--- config.mk ---
export PLATFORM = sky130hd
export DESIGN_NAME = fft_peak_find
export DESIGN_NICKNAME = d
export VERILOG_FILES = /design/src/rtl/fft_pkg.sv /design/src/rtl/fft_peak_pwr.sv /design/src/rtl/fft_peak_find.sv
export SDC_FILE = /design/constraint.sdc
export NUM_CORES = 2
export LEC_CHECK = 0
export ABC_CLOCK_PERIOD_IN_PS = 7900
export BUFFER_PORTS_ARGS = -buffer_cell sky130_fd_sc_hd__buf_4
export CAP_MARGIN = 10
export CORE_UTILIZATION = 40
export CTS_CLUSTER_DIAMETER = 120
export DETAILED_ROUTE_END_ITERATION = 8
export HOLD_SLACK_MARGIN = 0.05
export MAX_ROUTING_LAYER = met4
export SETUP_SLACK_MARGIN = 0.4
export SYNTH_ARGS = -nofsm -noshare
export SYNTH_HDL_FRONTEND = slang
export SYNTH_SLANG_ARGS = --single-unit
--- constraint.sdc ---
create_clock -name clk -period 7.9 [get_ports clk]
set_input_delay 0.395 -clock clk [delete_from_list [all_inputs] [get_ports clk]]
set_output_delay 0.395 -clock clk [all_outputs]
set_load 0.01 [all_outputs]
--- src/rtl/fft_pkg.sv ---
// Shared definitions for the FFT peak finder.
//   state_t  : frame-tracking FSM state (IDLE / FRAME)
//   PIPE_LAT : beat-to-result latency in clk cycles (square, sum, compare)
package fft_pkg;

   typedef enum logic {
      ST_IDLE  = 1'b0,
      ST_FRAME = 1'b1
   } state_t;

   localparam int PIPE_LAT = 3;

endpackage

--- src/rtl/fft_peak_pwr.sv ---
// Pipelined magnitude-squared of one spectrum bin.
// Stage 1 registers Re^2 and Im^2, stage 2 registers their sum. The frame
// markers, the valid bit and the raw bin value travel alongside the data so
// that everything leaving this block belongs to the same beat.
// Ports:
//   clk, aclr                     : clock, synchronous active-high reset
//   sink_valid/sop/eop            : incoming beat qualifiers
//   sink_re, sink_im              : signed bin value
//   pwr_valid/sop/eop             : qualifiers delayed by two cycles
//   pwr_re, pwr_im                : bin value delayed by two cycles
//   pwr                           : Re^2 + Im^2, full precision, unsigned
module fft_peak_pwr #(
   parameter int RES_WIDTH = 26
) (
   input  logic                         clk,
   input  logic                         aclr,
   input  logic                         sink_valid,
   input  logic                         sink_sop,
   input  logic                         sink_eop,
   input  logic signed [RES_WIDTH-1:0]  sink_re,
   input  logic signed [RES_WIDTH-1:0]  sink_im,
   output logic                         pwr_valid,
   output logic                         pwr_sop,
   output logic                         pwr_eop,
   output logic signed [RES_WIDTH-1:0]  pwr_re,
   output logic signed [RES_WIDTH-1:0]  pwr_im,
   output logic [2*RES_WIDTH-1:0]       pwr
);

   logic                         s1_valid, s1_sop, s1_eop;
   logic signed [RES_WIDTH-1:0]  s1_re, s1_im;
   logic signed [2*RES_WIDTH-1:0] sq_re, sq_im;

   // A square is never negative and is at most 2^(2W-2), so the unsigned
   // sum of two squares always fits in 2W bits without overflow.
   always_ff @(posedge clk) begin
      if (aclr) begin
         s1_valid  <= 1'b0;
         s1_sop    <= 1'b0;
         s1_eop    <= 1'b0;
         s1_re     <= '0;
         s1_im     <= '0;
         sq_re     <= '0;
         sq_im     <= '0;
         pwr_valid <= 1'b0;
         pwr_sop   <= 1'b0;
         pwr_eop   <= 1'b0;
         pwr_re    <= '0;
         pwr_im    <= '0;
         pwr       <= '0;
      end else begin
         s1_valid  <= sink_valid;
         s1_sop    <= sink_sop;
         s1_eop    <= sink_eop;
         s1_re     <= sink_re;
         s1_im     <= sink_im;
         sq_re     <= sink_re * sink_re;
         sq_im     <= sink_im * sink_im;
         pwr_valid <= s1_valid;
         pwr_sop   <= s1_sop;
         pwr_eop   <= s1_eop;
         pwr_re    <= s1_re;
         pwr_im    <= s1_im;
         pwr       <= $unsigned(sq_re) + $unsigned(sq_im);
      end
   end

endmodule

--- src/rtl/fft_peak_find.sv ---
// Finds the highest-power bin in each FFT output frame of N = 2**POW bins.
// Streaming interface: valid-only, no backpressure. A beat is taken on every
// rising clk edge where sink_valid is high; sink_sop/sink_eop are meaningful
// only on such beats. The block accepts one beat per cycle indefinitely.
// Results appear PIPE_LAT cycles after the closing beat as a one-cycle
// peak_valid strobe; peak_* hold until the next strobe. Framing violations
// give a one-cycle frame_error strobe with the same latency.
// Build option: define FFT_PEAK_SKIP_DC_EN to exclude bin 0 from the search.
// Ports:
//   clk, aclr              : clock, synchronous active-high reset
//   sink_sop/eop/valid     : frame markers and beat qualifier
//   sink_Re, sink_Im       : signed bin value
//   peak_valid             : result strobe
//   peak_bin/pwr/Re/Im     : index, power and raw value of the peak bin
//   frame_error            : framing violation strobe
//   state_dbg              : current FSM state (0 = IDLE, 1 = FRAME)
module fft_peak_find
   import fft_pkg::*;
#(
   parameter int POW       = 12,
   parameter int RES_WIDTH = 26
) (
   input  logic                         clk,
   input  logic                         aclr,
   input  logic                         sink_sop,
   input  logic                         sink_eop,
   input  logic                         sink_valid,
   input  logic signed [RES_WIDTH-1:0]  sink_Re,
   input  logic signed [RES_WIDTH-1:0]  sink_Im,
   output logic                         peak_valid,
   output logic [POW-1:0]               peak_bin,
   output logic [2*RES_WIDTH-1:0]       peak_pwr,
   output logic signed [RES_WIDTH-1:0]  peak_Re,
   output logic signed [RES_WIDTH-1:0]  peak_Im,
   output logic                         frame_error,
   output logic                         state_dbg
);

   localparam logic [POW-1:0] BIN_LAST = '1;
   localparam logic [POW-1:0] BIN_ONE  = POW'(1);

   logic                         p_valid, p_sop, p_eop;
   logic signed [RES_WIDTH-1:0]  p_re, p_im;
   logic [2*RES_WIDTH-1:0]       p_pwr;

   fft_peak_pwr #(
      .RES_WIDTH (RES_WIDTH)
   ) u_pwr (
      .clk        (clk),
      .aclr       (aclr),
      .sink_valid (sink_valid),
      .sink_sop   (sink_sop),
      .sink_eop   (sink_eop),
      .sink_re    (sink_Re),
      .sink_im    (sink_Im),
      .pwr_valid  (p_valid),
      .pwr_sop    (p_sop),
      .pwr_eop    (p_eop),
      .pwr_re     (p_re),
      .pwr_im     (p_im),
      .pwr        (p_pwr)
   );

   state_t                       state_q, state_d;
   logic [POW-1:0]               cnt_q, cnt_d, nxt;
   logic [2*RES_WIDTH-1:0]       max_pwr_q, max_pwr_d;
   logic [POW-1:0]               max_bin_q, max_bin_d;
   logic signed [RES_WIDTH-1:0]  max_re_q, max_re_d, max_im_q, max_im_d;
   logic                         take, close, err;

   assign state_dbg = state_q;
   assign nxt       = cnt_q + BIN_ONE;

   // Strictly-greater keeps the lowest index on ties. With DC skipped the
   // running max loaded from bin 0 is unconditionally replaced by bin 1.
`ifdef FFT_PEAK_SKIP_DC_EN
   assign take = (p_pwr > max_pwr_q) || (nxt == BIN_ONE);
`else
   assign take = (p_pwr > max_pwr_q);
`endif

   always_comb begin
      state_d   = state_q;
      cnt_d     = cnt_q;
      max_pwr_d = max_pwr_q;
      max_bin_d = max_bin_q;
      max_re_d  = max_re_q;
      max_im_d  = max_im_q;
      close     = 1'b0;
      err       = 1'b0;
      if (p_valid) begin
         if (p_sop) begin
            // A sop inside an open frame aborts it and restarts from here.
            if (state_q == ST_FRAME) err = 1'b1;
            if (p_eop) begin
               // Single-beat frame can never be length N (N > 1).
               err     = 1'b1;
               state_d = ST_IDLE;
            end else begin
               state_d   = ST_FRAME;
               cnt_d     = '0;
               max_pwr_d = p_pwr;
               max_bin_d = '0;
               max_re_d  = p_re;
               max_im_d  = p_im;
            end
         end else if (state_q == ST_FRAME) begin
            if (take) begin
               max_pwr_d = p_pwr;
               max_bin_d = nxt;
               max_re_d  = p_re;
               max_im_d  = p_im;
            end
            if (nxt == BIN_LAST) begin
               state_d = ST_IDLE;
               if (p_eop) close = 1'b1;
               else       err   = 1'b1;
            end else if (p_eop) begin
               err     = 1'b1;
               state_d = ST_IDLE;
            end else begin
               cnt_d = nxt;
            end
         end
      end
   end

   always_ff @(posedge clk) begin
      if (aclr) begin
         state_q     <= ST_IDLE;
         cnt_q       <= '0;
         max_pwr_q   <= '0;
         max_bin_q   <= '0;
         max_re_q    <= '0;
         max_im_q    <= '0;
         peak_valid  <= 1'b0;
         frame_error <= 1'b0;
         peak_bin    <= '0;
         peak_pwr    <= '0;
         peak_Re     <= '0;
         peak_Im     <= '0;
      end else begin
         state_q     <= state_d;
         cnt_q       <= cnt_d;
         max_pwr_q   <= max_pwr_d;
         max_bin_q   <= max_bin_d;
         max_re_q    <= max_re_d;
         max_im_q    <= max_im_d;
         peak_valid  <= close;
         frame_error <= err;
         if (close) begin
            peak_bin <= max_bin_d;
            peak_pwr <= max_pwr_d;
            peak_Re  <= max_re_d;
            peak_Im  <= max_im_d;
         end
      end
   end

endmodule

==> key figures <==
Setup path
  • Critical Path Start Type: primary input
  • Arr. time, crit path: between 7000 and 8000 ps
  • CP Capture Type: flop
  • Worst EP required: 8390 ps
  • Flop2flop setup slack: between 3000 and 4000 ps
  • Crit Path Category: primary input to flop
  • Cells on worst reg2reg path: 13
  • R2r endpoint: peak_pwr[32]
  • Critical Path Fanout Max: 24
  • RR Startpoint: max_pwr_q[38]

GRT
  • Congestion Overflow GR: 0
  • Initial antenna violation count: 4
  • Vias in the first global route: 46500
  • First-pass GRT wire length: 250 mm
  • GRT Total Usage: 0.202
  • Largest net degree at the start of global routing: roughly 220

Clocking
  • CTS buffer count: 54
  • Clk slew on worst S/H paths: about 70 ps
  • H-tree levels: 2
  • TritonCTS clock tree: built
  • CTS max path bufs: 3
  • Clock tree sinks: 509
  • Clock Latency Late Sink: 640 ps
  • Root buf cell: clkbuf_16
  • Post-CTS setup buffers: 0

Timing
  • Relative slew margins: 0.310
  • Period utilisation layout: 0.899
  • Fin. max-slew vios: 0
  • Crit path time final: 7100 ps
  • Final Skew: around 42 ps
  • Maximum clock frequency: between 100 and 150 MHz
  • Worst-Margin Slew: 1030 ps
  • RSZ-0062 raised after global routing: false
  • # setup viols final: 0
  • Hold Vio Cnt, Final: 0

Logic synthesis
  • Cell taking the most area after synthesis: fa_1
  • Synthesis warning total: 0
  • Syn Inst Count: 6699
  • Avg Cell Area, Syn: 9.49 µm²
  • Synth Flop Type: dfxtp_1
  • Most frequent cell after synthesis: inv_1
  • Synthesized flop and latch total: 509
  • Syn_nets: 8478
  • Synth cell types: 72
  • Async set-reset flop share out of synthesis: 0
  • Post-Synthesis Cell Area: 63600 µm²
  • Post-synth top area share: 0.414
  • Largest cells by area after synthesis: fa_1 41%, dfxtp_1 16%, inv_1 10%, ha_1 8.0%, nor2_1 2.9%
  • EDFF count, synth: 0
  • Post-synthesis sequential area ratio: 0.160
  • Most frequent cells after synthesis: 1699 x inv_1, 1314 x fa_1, 509 x dfxtp_1

Outcome
  • Status: finished, final reports clean

Finish
  • Fraction of layout cells with a size suffix above 1: 0.0586
  • Nets: 8548
  • Final instance area: 69300 µm²
  • Area Growth Syn to Fin: 8.99%

Detailed routing
  • Pre-antenna DRT Iters: 7
  • Via count: 43100
  • 1st-iter DRT viols: 2318
  • DRC viols: 0
  • Vias per inst: 4.86
  • Final wirelength: 154 mm
  • Routed Antenna Nets: 0
  • Avg WL per Cell: 17.3 µm

Min path
  • Worst Hold End: u_pwr.s1_re[25]
  • Hold Path Cell Cnt: 2
  • Worst hold-check path type: primary input to flop
  • Min-delay src: sink_Re[25]

Floorplanning
  • Core area: 157000 µm²
  • Die Span Y: 401 µm
  • # IOs: 176
  • Starting Density: 0.405
  • Row count: 145
  • Die outline area: 161000 µm²
  • Chip width: about 400 µm

Placed design
  • Placed Area: 67300 µm²
  • Routability Congestion: 0.919
  • Dpl hpwl: 127 mm
  • IO Port Bufs: 175

Job
  • Max-cap violations: 0
## flip-flops by register name, summed over array words and instances (netlist names), 12 cells and up
name / count
cnt_q: 12
peak_Im: 26
peak_Re: 26
u_pwr.sq_re: 51
u_pwr.s1_re: 25
peak_pwr: 52
u_pwr.pwr_im: 26
u_pwr.sq_im: 51
peak_bin: 12
max_im_q: 26
max_pwr_q: 52
u_pwr.s1_im: 25
u_pwr.pwr: 52
max_bin_q: 12
u_pwr.pwr_re: 26
max_re_q: 26
## cells by family (layout without fill, tap and decap cells)
group / Yosys count / in the layout / synth area share
AOI/OAI and AO/OA: 632 / 632 / 0.0668
xor gates and xnor gates: 184 / 184 / 0.0254
adders and majority gates: 1722 / 1722 / 0.494
buffers and inverters: 1959 / 2074 / 0.117
DFF: 509 / 509 / 0.160
muxes: 117 / 117 / 0.0186
other: 0 / 3 / 0
and+or+nand+nor: 1576 / 1576 / 0.118
## metal layers
layer  vias up  wire (µm)  part of all wire  track usage
met5         -          0                 0            -
met4         0       3880             0.025       0.0475
met3       175       7670             0.050       0.0240
met2       940      74600              0.48        0.332
met1     21900      67800              0.44        0.267
li1      20100          -                 -            -
## metrics by stage
stage          cells   util  setup TNS (ps)  setup WS, ps  hold WS, ps
6_report        8875  0.441               0           799          156
5_1_grt         8873  0.441               0           429          128
4_1_cts         8871  0.441               0           504          114
3_3_place_gp    8767  0.429            -415          -415          418
2_1_floorplan   6699      -               0           464          414
3_5_place_dp    8767  0.429            -369          -369          423
## cell type report
type,instances,area [µm²]
repair buffers,274,2180
fillers,15200,87700
inverters,1699,6380
clock buffers,75,1550
clock inverters,26,397
flip-flops and latches,509,10200
multi-input cells,4231,46000
well taps,2058,2570
diodes,3,7.51
## how the worst max path moves through the flow
stage,startpoint,to,slack (ps)
2_1_floorplan,sink_Re[25],u_pwr.sq_re[49],460
3_3_place_gp,sink_Im[3],u_pwr.sq_im[51],-410
3_5_place_dp,sink_Im[3],u_pwr.sq_im[51],-370
4_1_cts,sink_Im[3],u_pwr.sq_im[51],500
5_1_grt,sink_Im[3],u_pwr.sq_im[51],430
6_report,sink_Im[3],u_pwr.sq_im[45],800
## timing repair
action                                  in CTS  in global routing
endpoints found under the setup margin       1                  4
hold endpoints to repair                     3                  0
hold buffers                                 3                  0
gates resized for setup                      1                  3
pin swaps                                    0                  1
## worst max-delay path: stages
cell and delay (ps):
buf_4 350, inv_1 240, nor2_1 290, fa_1 490, fa_1 510, fa_1 570, inv_1 70, fa_1 510
inv_1 60, fa_1 490, fa_1 490, inv_1 50, fa_1 470, inv_1 40, ha_1 350, and3_1 230
and2_1 160, a221oi_1 360, nand2b_1 90, a21o_1 210, a21oi_1 280, o21ai_0 290, a41oi_1 320, xor2_1 200
nor2_1 70
## placed cells by master, fill, tap and decap left out, types with 12 or more instances in the layout
cell type	Yosys	layout
inv_1	1699	1699
fa_1	1314	1314
dfxtp_1	509	509
nor2_1	494	494
nand2_1	434	434
ha_1	408	408
and2_1	293	293
buf_4	1	261
nor2b_1	164	164
a21oi_1	151	151
a211oi_1	143	141
xnor2_1	108	108
a21o_1	108	108
mux2i_1	107	107
o21ai_0	82	82
xor2_1	76	76
clkbuf_16	0	54
nand3_1	35	35
nand2b_1	31	31
and3_1	31	30
nand4_1	29	29
nor3_1	22	22
o21bai_1	19	19
a31oi_1	17	17
o21a_1	17	17
nor3b_1	16	16
clkbuf_8	0	12
Power is not shown: default switching activity piles up to over one toggle a cycle in this logic, so the estimate is an artifact.
